--- src/rtl/maze_pkg.sv ---
// Shared types and constants for the maze memory subsystem: location width,
// destination cell, arbiter state encoding and the per-port access payload.
package maze_pkg;

  localparam int unsigned LOC_W     = 8;
  localparam int unsigned MEM_DEPTH = 1 << LOC_W;
  localparam int unsigned CNT_W     = 4;

  // Location is {row[7:4], col[3:0]}; the bottom-right cell is the goal
  localparam logic [LOC_W-1:0] DEST_LOC = 8'hFF;

  localparam logic OP_RD = 1'b0;
  localparam logic OP_WR = 1'b1;

  typedef enum logic [1:0] {
    IDLE  = 2'd0,
    GNT_S = 2'd1,
    GNT_H = 2'd2
  } arb_state_t;

  typedef struct packed {
    logic             wr;
    logic [LOC_W-1:0] addr;
    logic             wdata;
  } mem_op_t;

endpackage

--- src/rtl/maze_mem.sv ---
// 256x1 maze storage: synchronous write, registered read. Contents are not reset.
module maze_mem
  import maze_pkg::*;
(
  input  logic             clk,
  input  logic             we,
  input  logic [LOC_W-1:0] addr,
  input  logic             wdata,
  output logic             rdata
);

  logic mem [MEM_DEPTH];

  always_ff @(posedge clk) begin
    if (we) begin
      mem[addr] <= wdata;
    end
    rdata <= mem[addr];
  end

endmodule

--- src/rtl/maze_mem_arbiter.sv ---
// Single-port arbiter between the maze solver and the host for maze_mem.
// Define MAZE_ARB_RR_EN for round-robin ties instead of solver priority + starvation guard.
module maze_mem_arbiter
  import maze_pkg::*;
#(
  parameter int unsigned STARVE_MAX = 4
) (
  input  logic             clk,
  input  logic             rst,
  input  logic             s_req,
  input  logic             s_wr,
  input  logic [LOC_W-1:0] s_addr,
  input  logic             s_wdata,
  output logic             s_gnt,
  output logic             s_rvalid,
  output logic             s_rdata,
  input  logic             h_req,
  input  logic             h_wr,
  input  logic [LOC_W-1:0] h_addr,
  input  logic             h_wdata,
  output logic             h_gnt,
  output logic             h_rvalid,
  output logic             h_rdata,
  output logic             busy
);

  arb_state_t state;
  arb_state_t state_nxt;

`ifdef MAZE_ARB_RR_EN
  // Last-grant flag resets to host so the solver wins the first tie
  logic last_h;
  logic last_h_nxt;

  always_comb begin
    state_nxt  = IDLE;
    last_h_nxt = last_h;
    case ({s_req, h_req})
      2'b10:   state_nxt = GNT_S;
      2'b01:   state_nxt = GNT_H;
      2'b11:   state_nxt = last_h ? GNT_S : GNT_H;
      default: state_nxt = IDLE;
    endcase
    if (state_nxt != IDLE) begin
      last_h_nxt = (state_nxt == GNT_H);
    end
  end

  always_ff @(posedge clk or negedge rst) begin
    if (!rst) begin
      last_h <= 1'b1;
    end else begin
      last_h <= last_h_nxt;
    end
  end
`else
  localparam logic [CNT_W-1:0] STARVE_LIM = CNT_W'(STARVE_MAX);

  // Counts solver grants handed out while the host is kept waiting
  logic [CNT_W-1:0] starve_cnt;
  logic [CNT_W-1:0] starve_cnt_nxt;

  always_comb begin
    state_nxt      = IDLE;
    starve_cnt_nxt = starve_cnt;
    case ({s_req, h_req})
      2'b10:   state_nxt = GNT_S;
      2'b01:   state_nxt = GNT_H;
      2'b11:   state_nxt = (starve_cnt == STARVE_LIM) ? GNT_H : GNT_S;
      default: state_nxt = IDLE;
    endcase
    if (!h_req || (state_nxt == GNT_H)) begin
      starve_cnt_nxt = '0;
    end else if ((state_nxt == GNT_S) && (starve_cnt != STARVE_LIM)) begin
      starve_cnt_nxt = starve_cnt + CNT_W'(1);
    end
  end

  always_ff @(posedge clk or negedge rst) begin
    if (!rst) begin
      starve_cnt <= '0;
    end else begin
      starve_cnt <= starve_cnt_nxt;
    end
  end
`endif

  // State register; grant and busy flops mirror the next state
  always_ff @(posedge clk or negedge rst) begin
    if (!rst) begin
      state <= IDLE;
      s_gnt <= 1'b0;
      h_gnt <= 1'b0;
      busy  <= 1'b0;
    end else begin
      state <= state_nxt;
      s_gnt <= (state_nxt == GNT_S);
      h_gnt <= (state_nxt == GNT_H);
      busy  <= (state_nxt != IDLE);
    end
  end

  mem_op_t s_op;
  mem_op_t h_op;
  mem_op_t acc_op;
  logic    mem_we;
  logic    mem_rdata;

  assign s_op   = '{wr: s_wr, addr: s_addr, wdata: s_wdata};
  assign h_op   = '{wr: h_wr, addr: h_addr, wdata: h_wdata};
  assign acc_op = (state == GNT_H) ? h_op : s_op;
  assign mem_we = (state != IDLE) && (acc_op.wr == OP_WR);

  maze_mem u_mem (
    .clk   (clk),
    .we    (mem_we),
    .addr  (acc_op.addr),
    .wdata (acc_op.wdata),
    .rdata (mem_rdata)
  );

  // Read strobes and per-port held copies of the last read value
  logic s_hold;
  logic h_hold;

  always_ff @(posedge clk or negedge rst) begin
    if (!rst) begin
      s_rvalid <= 1'b0;
      h_rvalid <= 1'b0;
      s_hold   <= 1'b0;
      h_hold   <= 1'b0;
    end else begin
      s_rvalid <= (state == GNT_S) && (s_wr == OP_RD);
      h_rvalid <= (state == GNT_H) && (h_wr == OP_RD);
      if (s_rvalid) begin
        s_hold <= mem_rdata;
      end
      if (h_rvalid) begin
        h_hold <= mem_rdata;
      end
    end
  end

  // The array's read register feeds the port directly in the valid cycle
  assign s_rdata = s_rvalid ? mem_rdata : s_hold;
  assign h_rdata = h_rvalid ? mem_rdata : h_hold;

endmodule

--- config.mk ---
export PLATFORM = sky130hd
export DESIGN_NAME = maze_mem_arbiter
export DESIGN_NICKNAME = d
export VERILOG_FILES = /design/src/rtl/maze_pkg.sv /design/src/rtl/maze_mem.sv /design/src/rtl/maze_mem_arbiter.sv
export SDC_FILE = /design/constraint.sdc
export NUM_CORES = 1
export LEC_CHECK = 0
export CORE_MARGIN = 2
export CORE_UTILIZATION = 56
export DETAILED_ROUTE_END_ITERATION = 10
export PLACE_DENSITY = 0.79
export REMOVE_ABC_BUFFERS = 1
export SETUP_SLACK_MARGIN = 0.2
export SLEW_MARGIN = 20
export SYNTH_ARGS = -nofsm -noshare
export SYNTH_HDL_FRONTEND = slang
export SYNTH_HIERARCHICAL = 1
export SYNTH_SLANG_ARGS = --single-unit
--- constraint.sdc ---
create_clock -name clk -period 2.65 [get_ports clk]
set_input_delay 0.6625 -clock clk [delete_from_list [all_inputs] [get_ports clk]]
set_output_delay 0.6625 -clock clk [all_outputs]
set_load 0.02 [all_outputs]
==> results.toml <==
[setup_path]
start_kind = "flip-flop"
critPathMaxFanout = 16
r2r-end = "u_mem/rdata"
rr_worst_depth = 9
critPathArrivalTime_ps = 3290
criticalPathCategory = "reg2reg"
rrSetupSlack_ps = -230
endpoint_kind = "flip-flop"
r2r-start = "state[0]"
crit_required_ps = 3060

[floorplan]
chipWidth_um = 148
coreArea_mm2 = 0.0203
die_h_um = 148
initial_utilization = 0.574
die_area_mm2 = 0.0220
rows = 52
num_io_pins = 31

[finish]
stdcell_count = 1180
nNetsFinal = 914
final_common_cell = "edfxtp_1"
syn_to_final_growth_pct = 19.8
most-common-layout-cells = "256 x edfxtp_1, 240 x nor2_1, 65 x buf_4, 64 x mux4_2, 37 x nand2_1"
fin_area_mm2 = 0.0140
drive_above_1_share = 0.279
num_antenna_cells = 0
fill_cells = 1275

[routing]
drc = 0
ant_nets = 0
routed_via_density = 6.21
wirelength_mm = 27.6
num_vias = 7329
wl_per_cell_um = 23.4
first_pass_iters = 5
drt-initial-drc-count = 996

[sta]
maxSlewViolCount = 0
max_freq_ghz = 0.347
fin_crit_sh = 1.09
skew_ps = 13.7
period_needed_ps = 2880
worstMarginPinSlew_ps = 599
finalHoldViolCount = 0
setup_viol = 1
fin_ws_ps = -233
relSlewSlack = 0.600
rsz0062_at_grt = "true"

[clock_network]
clkSlewWorstSetupHoldPaths_ps = 60
clk_latency_ps = 530
h-tree-depth = 1
cts_tree = "yes"
clockRootBuffer = "clkbuf_16"
cts_buffers = 28
ctsLongestPathBuffers = 3
clkSinkCount = 270

[global_route]
overflow = 0
grt_max_degree = 105
antenna_found_initial = 0
grt_pass1_vias = 7440
grt_pass1_wl_mm = 41.3
grtUsageTotal = 0.249

[placement]
dpl.hpwl_mm = 16.7
post-place-cells = 1123
placed_area_mm2 = 0.0128
gp_congestion = 0.837
port_buffers = 30

[synth]
synth_top_area_frac = 0.660
syn_area_per_cell_um2 = 14.6
yosys.cell_types.count = 32
yosys_register_bits = 270
synth.area.top_cells = "edfxtp_1 66%, mux4_2 12%, nor2_1 8.5%"
syn_area_mm2 = 0.0117
synth_cells = 797
seq_area_frac_synth = 0.689
yosysTopAreaCell = "edfxtp_1"
yosys_warnings = 6

[power]
ir_drop_mv = 0.562
power.total_w = 0.00922
cellPowerDensity_mw_per_mm2 = 660
power_leakage_nw = 4.46

[hold_path]
hold_path.class = "in2async"

[outcome]
status = "complete, but fails checks"
violations = "negative setup slack"

[flow_run]
maxCapViolations = 0
==> cell usage after synthesis <==
library cell    n
a21boi_0        1
a21boi_1        2
a21oi_1         3
a22o_1          1
a22oi_1        40
and2_1          2
and3_1          1
and3b_1         1
buf_2           1
buf_4           1
buf_6           6
clkbuf_1       51
dfrtp_1        13
dfxtp_1         1
edfxtp_1      256
ha_1            2
inv_1           4
mux2_2          3
mux2_4          8
mux4_2         64
nand2_1        42
nand3_1        10
nand3b_1        1
nor2_1        265
nor2b_1         9
nor2b_4         1
nor3b_1         2
o21a_1          2
or2_2           1
or4_1           1
xnor2_1         1
xor2_1          1
==> cell families after synthesis <==
kind of cell,after synthesis,share of synthesized area
mux,75,0.137
compound gates,49,0.0310
fa+ha+maj,2,0.00215
xor+xnor,2,0.00150
flops,270,0.689
simple gates,336,0.115
buf+inv,63,0.0246
==> layout make-up <==
class	count	area [um2]	area share
clock buffers	42	795	0.0569
clock inverters	10	73.8	0.00529
inverters	4	15.0	0.00108
multi-input cells	465	3530	0.253
flip-flops and latches	270	8030	0.575
well taps	270	338	0.0242
repair buffers	119	1180	0.0844
==> metrics by stage <==
| stage | util | hold WS (ps) | TNS [ps] | worst slack, ps |
|---|---|---|---|---|
| finish | 0.688 | 497 | -233 | -233 |
| global route | 0.688 | 522 | -780 | -338 |
| CTS | 0.678 | 499 | -202 | -202 |
| detailed placement | 0.632 | 486 | -38310 | -763 |
| global placement | 0.632 | 466 | -27050 | -755 |
| floorplan | - | 367 | -11040 | -721 |
==> per-layer routing <==
metal  wire length [um]  vias to the layer above  global-route usage
met1               9800                     3698               0.323
met2              14100                      430               0.427
met3               2680                       84              0.0512
li1                   -                     3117                   -
met5                  0                        -                   0
met4               1060                        0              0.0790
==> state kept, by name, summed over array words and instances, names as in the netlist <==
name         count
h_hold           1
s_rvalid         1
s_gnt            1
u_mem/rdata      1
s_hold           1
u_mem/mem      256
state            2
h_rvalid         1
busy             1
starve_cnt       4
h_gnt            1
==> power by group <==
group / internal, W / total, W / switching [W]
sequential: 0.00472 / 0.00473 / 0.0000113
clock: 0.00216 / 0.00368 / 0.00152
combinational: 0.000349 / 0.000806 / 0.000457
==> worst max path at each step <==
stage | to | from | depth (start not counted) | slack [ps]
after CTS | u_mem/rdata | state[0] | 10 | -200
after global routing | u_mem/rdata | state[0] | 9 | -340
after floorplan | u_mem/rdata | state[0] | 8 | -720
after global placement | u_mem/rdata | h_addr[0] | 9 | -750
after detailed placement | u_mem/rdata | h_addr[0] | 9 | -760
final | u_mem/rdata | state[0] | 9 | -230
==> critical path: stages, from the launching register on <==
cell	delay, ps
dfrtp_1	410
nor2b_4	160
mux2_4	380
buf_12	190
mux4_2	440
a22oi_1	220
nand2_1	90
a22oi_1	240
a21oi_2	110
or4_1	500
==> repair_timing <==
| action | 4_1_cts | 5_1_grt |
|---|---|---|
| endpoints found under the hold margin | 0 | 0 |
| setup endpoints to repair | 215 | 217 |
| gates resized for setup | 22 | 46 |
| setup buffers | 0 | 2 |
| hold buffers | 0 | 0 |
| gates cloned | 0 | 3 |
Power figures use the tool's default switching activity.
